## config.mk

```make
export PLATFORM = sky130hd
export DESIGN_NAME = hazard_ctrl
export DESIGN_NICKNAME = d
export VERILOG_FILES = /design/src/rtl/hazard_ctrl.sv
export SDC_FILE = /design/constraint.sdc
export NUM_CORES = 1
export LEC_CHECK = 0
export CAP_MARGIN = 20
export CORE_ASPECT_RATIO = 2
export CORE_MARGIN = 5
export CORE_UTILIZATION = 44
export CTS_CLUSTER_DIAMETER = 100
export DETAILED_ROUTE_END_ITERATION = 16
export PLACE_DENSITY = 0.78
export SYNTH_ARGS = -nofsm -noshare
export SYNTH_HDL_FRONTEND = slang
export SYNTH_SLANG_ARGS = --single-unit
export TNS_END_PERCENT = 10
```

## constraint.sdc

```tcl
create_clock -name clk -period 2.19 [get_ports clk]
set_input_delay 0.438 -clock clk [delete_from_list [all_inputs] [get_ports clk]]
set_output_delay 0.438 -clock clk [all_outputs]
set_load 0.05 [all_outputs]
```

## src/rtl/hazard_ctrl.sv

```systemverilog
// Hazard and sequencing controller for the F/D/E/M/W pipeline: operand forwarding,
// load-use and branch stall/flush generation, and a memory-wait freeze FSM.
module hazard_ctrl #(
  parameter int unsigned MAX_WAIT = 16,
  parameter int unsigned CNT_W    = 16
) (
  input  logic             clk,
  input  logic             rst_n,
  input  logic [4:0]       Rs1D,
  input  logic [4:0]       Rs2D,
  input  logic [4:0]       Rs1E,
  input  logic [4:0]       Rs2E,
  input  logic [4:0]       RdE,
  input  logic [4:0]       RdM,
  input  logic [4:0]       RdW,
  input  logic             RegWriteM,
  input  logic             RegWriteW,
  input  logic [1:0]       ResultSrcE,
  input  logic             PCSrcE,
  input  logic             MemReqM,
  input  logic             MemReadyM,
  output logic [1:0]       ForwardAE,
  output logic [1:0]       ForwardBE,
  output logic             StallF,
  output logic             StallD,
  output logic             StallE,
  output logic             StallM,
  output logic             FlushD,
  output logic             FlushE,
  output logic             FlushW,
  output logic             MemTimeout,
  output logic [CNT_W-1:0] StallCount
);

  typedef enum logic [1:0] {RUN, MEMWAIT, ERROR} state_t;

  localparam logic [7:0] WAIT_LAST = 8'(MAX_WAIT - 1);

  state_t           r_state, w_state_nxt;
  logic [7:0]       r_wait, w_wait_nxt;
  logic             r_timeout;
  logic [CNT_W-1:0] r_stall_cnt;
  logic             w_mem_stall;
  logic             w_lw_stall;

  always_comb begin
    ForwardAE = 2'b00;
    if (RegWriteM && (RdM != 5'd0) && (RdM == Rs1E))      ForwardAE = 2'b10;
    else if (RegWriteW && (RdW != 5'd0) && (RdW == Rs1E)) ForwardAE = 2'b01;
    ForwardBE = 2'b00;
    if (RegWriteM && (RdM != 5'd0) && (RdM == Rs2E))      ForwardBE = 2'b10;
    else if (RegWriteW && (RdW != 5'd0) && (RdW == Rs2E)) ForwardBE = 2'b01;
  end

  assign w_lw_stall = (ResultSrcE == 2'b01) && (RdE != 5'd0) &&
                      ((RdE == Rs1D) || (RdE == Rs2D));

  always_ff @(posedge clk or negedge rst_n) begin
    if (!rst_n) begin
      r_state     <= RUN;
      r_wait      <= '0;
      r_timeout   <= 1'b0;
      r_stall_cnt <= '0;
    end else begin
      r_state <= w_state_nxt;
      r_wait  <= w_wait_nxt;
      if ((r_state == MEMWAIT) && (w_state_nxt == ERROR)) r_timeout <= 1'b1;
      if (StallF && (r_stall_cnt != '1)) r_stall_cnt <= r_stall_cnt + 1'b1;
    end
  end

  always_comb begin
    w_state_nxt = r_state;
    w_wait_nxt  = r_wait;
    w_mem_stall = 1'b0;
    case (r_state)
      RUN: begin
        if (MemReqM && !MemReadyM) begin
          w_mem_stall = 1'b1;
          w_state_nxt = MEMWAIT;
          w_wait_nxt  = 8'd1;
        end
      end
      MEMWAIT: begin
        if (MemReadyM) begin
          w_state_nxt = RUN;
          w_wait_nxt  = '0;
        end else begin
          w_mem_stall = 1'b1;
          if (r_wait == WAIT_LAST) w_state_nxt = ERROR;
          else                     w_wait_nxt  = r_wait + 8'd1;
        end
      end
      ERROR:   w_mem_stall = 1'b1;
      default: w_state_nxt = RUN;
    endcase
  end

  // A memory freeze holds E as well, so a branch redirect waits until the freeze lifts.
  always_comb begin
    StallF = 1'b0;
    StallD = 1'b0;
    StallE = 1'b0;
    StallM = 1'b0;
    FlushD = 1'b0;
    FlushE = 1'b0;
    FlushW = 1'b0;
    if (w_mem_stall) begin
      StallF = 1'b1;
      StallD = 1'b1;
      StallE = 1'b1;
      StallM = 1'b1;
      FlushW = 1'b1;
    end else begin
      StallF = w_lw_stall;
      StallD = w_lw_stall;
      FlushD = PCSrcE;
      FlushE = w_lw_stall || PCSrcE;
    end
  end

  assign MemTimeout = r_timeout;
  assign StallCount = r_stall_cnt;

endmodule

```

# ---- After elaboration in Yosys (flattened, before gate mapping)
# Cells that the tools add are included.
dict set report classes {
  n_addsub 2
  eq_ne 14
  mux 19
  reduce_logical 20
}
# op count
set ops {}
lappend ops {{5-bit equality test} 6}
lappend ops {{8-bit 2-to-1 mux} 3}
lappend ops {{16-bit by 1-bit adder with 16-bit output, second input constant} 1}
lappend ops {{16-bit != test, second input constant} 1}
lappend ops {{8-bit case mux with 2 select lines} 1}
lappend ops {{5-bit nonzero test} 3}
lappend ops {{1-bit logical AND} 11}
lappend ops {{2-bit 2-to-1 mux} 5}
lappend ops {{8-bit by 1-bit adder with 8-bit output, second input constant} 1}
lappend ops {{8-bit by 4-bit equality test with 1-bit output, second input constant} 1}
lappend ops {{1-bit 2-to-1 mux} 8}
lappend ops {{2-bit case mux with 3 select lines} 1}
lappend ops {{2-bit by 1-bit equality test with 1-bit output, second input constant} 2}
lappend ops {{2-bit equality test, second input constant} 2}
lappend ops {{3-bit != test, second input constant} 1}
lappend ops {{1-bit case mux with 3 select lines} 1}
lappend ops {{3-bit AND reduction} 1}
lappend ops {{2-bit logical NOT} 1}
lappend ops {{1-bit logical OR} 2}
lappend ops {{2-bit != test, second input constant} 1}
lappend ops {{2-bit nonzero test} 1}
lappend ops {{1-bit logical NOT} 1}
dict set report totals {
  reg_bits 27
  output_inout_bits 28
}

# ---- Logic depth before layout (Yosys ltp)
# Gate-level depths: netlist of run 1.
dict set report depth {
  word_depth 6
  ltp_mapped 7
  mapped_depth_nobuf 7
}

# ---- Worst setup path after synthesis of run 1
# OpenSTA, ideal clock, no wires.
dict set report synth_path {
  path_kind {input to output}
  from {input port RdM[4]}
  to {output port ForwardAE[0]}
  arrival_ps 3012
  required_time_ps 1752
  setup_slack_ps -1260
  cell_stages 4
  n_path_buf 0
  path_cell_list {xnor2_1 -> nand3_1 -> nor4_1 -> nor4_1}
}
dict set report synth_between {
  elab_chain_len 4
  elab_cells_between_ends 5
  classes_between {eq/ne (1); mux (1); reduce/logical (3)}
}
# item line_no
set synth_lines {}
lappend synth_lines {{start: declaration} 14} ;# input logic [4:0] RdM,
lappend synth_lines {{5-bit nonzero test} 48} ;# if (RegWriteM && (RdM != 5'd0) && (RdM == Rs1E)) ForwardAE = 2'b10;
lappend synth_lines {{1-bit logical AND} 48}
lappend synth_lines {{1-bit logical AND (*)} 48}
lappend synth_lines {{2-bit 2-to-1 mux (*)} 48}
lappend synth_lines {{end: declaration} 22} ;# output logic [1:0] ForwardAE,
# Every way passes the cells marked *; elsewhere a longest branch is shown, timed or not.

# ---- Worst setup path in the final report of run 1
dict set report layout_path {
  from {input port RdW[1]}
  to {output port ForwardAE[0]}
}
dict set report layout_between {
  elab_chain_len 5
  elab_cells_between_ends 6
  classes_between {eq/ne (1); mux (2); reduce/logical (3)}
}
# item line_no
set layout_lines {}
lappend layout_lines {{start: declaration} 15} ;# input logic [4:0] RdW,
lappend layout_lines {{5-bit nonzero test} 49} ;# else if (RegWriteW && (RdW != 5'd0) && (RdW == Rs1E)) ForwardAE = 2'b01;
lappend layout_lines {{1-bit logical AND} 49}
lappend layout_lines {{1-bit logical AND (*)} 49}
lappend layout_lines {{1-bit 2-to-1 mux (*)} 49}
lappend layout_lines {{2-bit 2-to-1 mux (*)} 48}
# Marked as above.

==> flow_metrics.tcl, run 1 <==
set metrics [dict create \
    p_total_uw 1850 \
    start_kind "input pin" \
    hold_buffers 0 \
    leakage_uw 0.00147 \
    p_int_uw 1090 \
    hold_ws_ns 0.476 \
    clock_sinks 27 \
    clock_latency_ns 0.28 \
    setup_viol 5 \
    wirelength_met1_um 1850 \
    numCtsBuffers 3 \
    hold_viol 0 \
    synth_cell_types 45 \
    ys.flop_type "dfrtp_1" \
    avgViaCountPerCell 5.25 \
    met2_length_um 3430 \
    syn-num-nets 231 \
    finalWorstSetupSlack_ns -0.0614 \
    cp-end-kind "output port" \
    period_share_pct 103 \
    rows 33 \
    htree_levels 1 \
    area_delta_synth_final_pct 71.2 \
    dp_hpwl_um 4770 \
    nFillCells 277 \
    initial_core_util_pct 44.8 \
    period_minus_slack_ns 2.25 \
    syn_area_per_cell_um2 9.90 \
    power_frac_comb_pct 48.9 \
    grt_max_degree 28 \
    synth_area_mm2 0.00183 \
    die_w_um 55.6 \
    arrival_ns 1.81 \
    gp_congestion 0.874 \
    clk_pin_slew_ns 0.09 \
    drtIter0Drc 28 \
    drt_first_pass_iters 4 \
    mostFrequentLayoutCells "36 x buf_4, 33 x xor2_1, 27 x dfrtp_1, 25 x clkdlybuf4s50_1, 16 x nor2_1" \
    violations "negative setup slack" \
    fin_area_mm2 0.00314 \
    grt_util_all_layers_pct 22.3 \
    num_vias 1842 \
    cp_max_fo 2 \
    grt_setup_unrepaired "yes" \
    peakVddDrop_uv 628 \
    first_global_vias 2034 \
    async_flop_share_pct 100 \
    setup_tns_ns -0.133 \
    routed.top_layer "met4" \
    slew_headroom_pct 65.3 \
    die_h_um 101 \
    cp_cell_sequence "buf_6 > buf_6 > xor2_1 > or4_4 > nor4_4 > buf_12" \
    antenna_left 0 \
    required_ns 1.75 \
    synth_edf_count 0 \
    cap_violations 0 \
    fmax_mhz 444 \
    die-area_mm2 0.00563 \
    skew_ns 0.00192 \
    routed_wl_um 5770 \
    antenna_found_initial 2 \
    power.switching_uw 765 \
    io_pins 72 \
    max_stage_delay_ns 0.49 \
    pwr-share-seq_pct 35.5 \
    cts_tree "built" \
    wl_per_cell_um 16.4 \
    yosysSeqAreaShare_pct 36.9 \
    cts-root-buf "clkbuf_8" \
    wl_met3_um 189 \
    pwr-share-clk_pct 15.5 \
    final_nets 344 \
    synth_seq_cells 27 \
    path_class "input pin to output port" \
    ys_warn_count 0 \
    drive_gt1_share_pct 34.3 \
    drc 0 \
    worstMarginPinSlew_ns 0.519 \
    grt.overflow.total 0 \
    clockBufferDepth 2 \
    grt_pass1_wl_um 9770 \
    core_area_mm2 0.00409 \
    swShare_pct 41.3 \
    synthCells 185 \
    status "complete, but fails checks" \
    place_area_mm2 0.00304 \
    utilization_pct 76.7 \
    power.density_mw_per_mm2 591 \
    drv_slew 0 \
    port_buffers 71 \
    layout_commonest_cell "buf_4" \
    worstHoldPathType "register to register" \
    worst_path_most_repeated_cell "buf_6" \
    crit_slowest_cell "or4_4" \
]
-- synthesized netlist by cell type, types with 2 or more instances --
library cell | n | share of area, %
ha_1 | 2 | 1.4
a31oi_1 | 2 | 0.68
nand3_1 | 7 | 1.9
dfrtp_1 | 27 | 37
nor3_2 | 2 | 1.1
nor4_1 | 5 | 1.7
nor2_1 | 17 | 3.5
and3_1 | 10 | 3.4
and2_1 | 3 | 1.0
o21ai_0 | 3 | 0.82
xor2_1 | 33 | 16
nand2_1 | 9 | 1.8
nand2b_1 | 2 | 0.68
nor2b_1 | 2 | 0.68
mux2_4 | 2 | 1.6
or4_1 | 4 | 1.6
nand4_1 | 5 | 1.7
xnor2_1 | 12 | 5.7
o21ai_4 | 2 | 1.8
mux2_2 | 2 | 1.2
nor3_1 | 3 | 0.82
and4_1 | 2 | 0.96
a21oi_1 | 5 | 1.4
buf_4 | 3 | 1.2
-- routing by layer --
layer,global-route usage (%),up-vias
li1,-,888
met4,12.4,0
met2,44.0,57
met3,3.06,21
met1,21.5,876
met5,0,-
-- worst paths after layout --
path	from	endpoint	slack [ns]	cells past startpoint
max reg2reg	r_wait[4]	r_wait[4]	0.29	6
max in group asynchronous	rst_n	r_wait[6]	1.39	2
max	RdW[1]	ForwardAE[0]	-0.06	6
min reg2reg	MemTimeout	MemTimeout	0.48	1
min	MemTimeout	MemTimeout	0.48	1
min in group asynchronous	rst_n	StallCount[11]	0.53	2
-- cell type report --
class	count	area (µm²)	area share [%]
flip-flops and latches	27	676	21.5
well taps	52	65.1	2.08
inverters	2	7.51	0.239
diodes	2	5.00	0.160
multi-input cells	153	1250	39.9
clock inverters	1	5.00	0.160
clock buffers	3	41.3	1.32
repair buffers	111	1090	34.6
-- registers in the layout, summed over array words and instances, names as in the netlist --
| name | count |
|---|---|
| r_wait | 8 |
| MemTimeout | 1 |
| StallCount | 16 |
| r_state | 2 |
-- logic make-up (layout without fill, tap and decap cells) --
family	Yosys count	after routing	synth area share [%]
AND/OR/NAND/NOR	78	78	24.2
XOR/XNOR	45	45	21.5
flip-flops	27	27	36.9
AO/OA/AOI/OAI	24	24	11.5
buffers and inverters	5	117	1.64
multiplexers	4	4	2.87
adder cells (fa/ha/maj)	2	2	1.37
other	0	2	0
-- per-stage QoR --
stage / instances / worst slack (ns)
after floorplan: 185 / -0.128
after global placement: 341 / -0.510
after detailed placement: 341 / -0.554
after CTS: 348 / -0.149
after global routing: 351 / -0.101
final: 351 / -0.0614
-- critical path, delay by kind of cell --
kind / cells / cell delay (ns)
xor+xnor: 1 / 0.15
buf+inv: 3 / 0.38
simple gates: 2 / 0.85
-- repair_timing --
item,4_1_cts,5_1_grt
pin swaps,21,14
resized for setup,60,30
buffers inserted,3,1
endpoints found under the setup margin,11,10
-- power groups by stage --
stage	Combinational (µW)	Clock (µW)	Sequential (µW)
3_5_place_dp	904	0	665
4_1_cts	911	296	656
6_report	907	288	659
2_1_floorplan	284	0	869
3_3_place_gp	888	0	663
5_1_grt	962	315	677
(Power assumes the default switching activity.)
==> run 2, diff against run 1 <==
- ABC_AREA: default -> 1
- CORE_UTILIZATION: 44 -> 46
- CTS_CLUSTER_DIAMETER: 100 -> 150
==> flow_metrics.tcl, run 2 <==
set metrics [dict create \
    peakVddDrop_uv 544 \
    syn-num-nets 353 \
    hold_buffers 0 \
    synth_largest_area_cell "dfrtp_1" \
    drt_first_pass_iters 4 \
    antenna_found_initial 0 \
    syn_area_per_cell_um2 6.81 \
    grt_pass1_wl_um 10100 \
    drive_gt1_share_pct 17.7 \
    hold_viol 0 \
    period_share_pct 99.4 \
    grt.overflow.total 0 \
    yosysMostFrequentCell "nand2_1" \
    synth_common_cells "90 x nand2_1, 33 x nand3_1, 33 x nor2_1" \
    synth_edf_count 0 \
    die_w_um 57.7 \
    ys.flop_type "dfrtp_1" \
    mostFrequentLayoutCells "89 x nand2_1, 31 x inv_1, 31 x nand3_1, 30 x nor2_1, 29 x clkdlybuf4s50_1" \
    drtIter0Drc 45 \
    num_vias 2279 \
    clockBufferDepth 2 \
    synth_cell_types 26 \
    gp_congestion 0.870 \
    wl_per_cell_um 14.5 \
    cap_violations 0 \
    numCtsBuffers 3 \
    power.density_mw_per_mm2 525 \
    reg2regPathDepth 9 \
    io_pins 72 \
    clock_latency_ns 0.27 \
    clk_pin_slew_ns 0.09 \
    grt_setup_unrepaired "yes" \
    slew_headroom_pct 64.2 \
    cp-end-kind "output port" \
    grt_max_degree 28 \
    holdPathStages 2 \
    final_nets 443 \
    rows 34 \
    synthCells 307 \
    die-area_mm2 0.00607 \
    antenna_left 0 \
    async_flop_share_pct 100 \
    area_delta_synth_final_pct 55.7 \
    setup_viol 0 \
    skew_ns 0.00171 \
    synth_area_mm2 0.00209 \
    layout_commonest_cell "nand2_1" \
    die_h_um 105 \
    port_buffers 71 \
    cts-root-buf "clkbuf_8" \
    htree_levels 1 \
    drv_slew 0 \
    drc 0 \
    largest_reg_flops 16 \
    grt_util_all_layers_pct 20.9 \
    synth_area_leaders "dfrtp_1 32%, nand2_1 16%, xor2_1 9.2%, nand3_1 7.9%, xnor2_1 6.7%" \
    avgViaCountPerCell 5.06 \
    synth_seq_cells 27 \
    clock_sinks 27 \
    dp_hpwl_um 4980 \
    initial_core_util_pct 47.7 \
    worstHoldPathType "register to register" \
    routed_wl_um 6510 \
    start_kind "input pin" \
    synth_top_cell_area_share_pct 32.3 \
    finalWorstSetupSlack_ns 0.0142 \
    required_ns 1.75 \
    worstMarginPinSlew_ns 0.536 \
    fmax_mhz 460 \
    utilization_pct 74.3 \
    path_class "input pin to output port" \
    status "complete, no violations" \
    cp_max_fo 3 \
    ys_warn_count 0 \
    yosysSeqAreaShare_pct 32.3 \
    setup_tns_ns 0 \
    core_area_mm2 0.00438 \
    first_global_vias 2351 \
    arrival_ns 1.74 \
    dp_slack_ns -0.288 \
    diodes 0 \
    leakage_uw 0.00164 \
    cts_tree "built" \
    period_minus_slack_ns 2.18 \
]
==> run 2: logic make-up after synthesis <==
family / Yosys count / share of synthesized area (%)
AOI/OAI and AO/OA: 15 / 3.83
adders and majority gates: 2 / 1.20
and+or+nand+nor: 178 / 37.2
buffers and inverters: 47 / 9.46
xor gates and xnor gates: 38 / 15.9
DFF: 27 / 32.3
==> run 2: timing repair <==
| item | CTS | global route |
|---|---|---|
| setup buffers | 1 | 1 |
| gates resized for setup | 42 | 16 |
| pin swaps | 15 | 11 |
| gates cloned | 0 | 0 |
| endpoints found under the setup margin | 11 | 11 |
==> run 2: where the power goes <==
group | switching [µW] | internal [µW] | leakage (µW)
logic | 480 | 323 | 0.00126
clock network | 150 | 130 | 0.0000228
registers | 73.8 | 552 | 0.000362
==> run 2: path summary, 6_finish.rpt <==
path | start | endpoint | slack [ns]
max | MemReadyM | StallM | 0.01
min | StallCount[13] | StallCount[13] | 0.51
max reg2reg | StallCount[0] | StallCount[11] | 0.19
min reg2reg | StallCount[13] | StallCount[13] | 0.51
max in group asynchronous | rst_n | r_wait[0] | 1.39
min in group asynchronous | rst_n | StallCount[13] | 0.54
==> run 2: final cells by class <==
type / instances / area [µm²]
inverter: 41 / 154
clock buffer: 4 / 45.0
multi-input combinational: 233 / 1350
timing repair buffer: 91 / 962
tap: 54 / 67.6
sequential: 27 / 676
fill: 359 / 1130
==> run 2: worst max-delay path: stages <==
cell             delay (ns)
clkdlybuf4s50_1        0.48
nor2_1                 0.06
nand2_1                0.10
inv_2                  0.07
nor3_4                 0.20
inv_2                  0.08
buf_4                  0.16
buf_6                  0.15
==> run 2: per-stage QoR <==
| step | instances | total power (µW) | hold WS, ns | instance area (µm²) |
|---|---|---|---|---|
| after floorplan | 307 | 1090 | 0.142 | 2120 |
| final | 450 | 1710 | 0.511 | 3250 |
| after global routing | 450 | 1820 | 0.529 | 3250 |
| after global placement | 444 | 1390 | 0.451 | 3070 |
| after detailed placement | 444 | 1410 | 0.472 | 3070 |
| after CTS | 449 | 1710 | 0.501 | 3190 |
==> run 2: per-layer routing <==
| layer | part of all wire, % | GRT usage (%) |
|---|---|---|
| met5 | 0 | 0 |
| met3 | 4.9 | 3.06 |
| met1 | 32 | 18.1 |
| met2 | 61 | 43.1 |
| met4 | 2.7 | 9.78 |
==> run 3, diff against run 2 <==
- CTS_CLUSTER_DIAMETER: 150 -> 40
==> results of run 3 <==
Same layout as run 2: the final DEF is identical, and so are final timing and power.
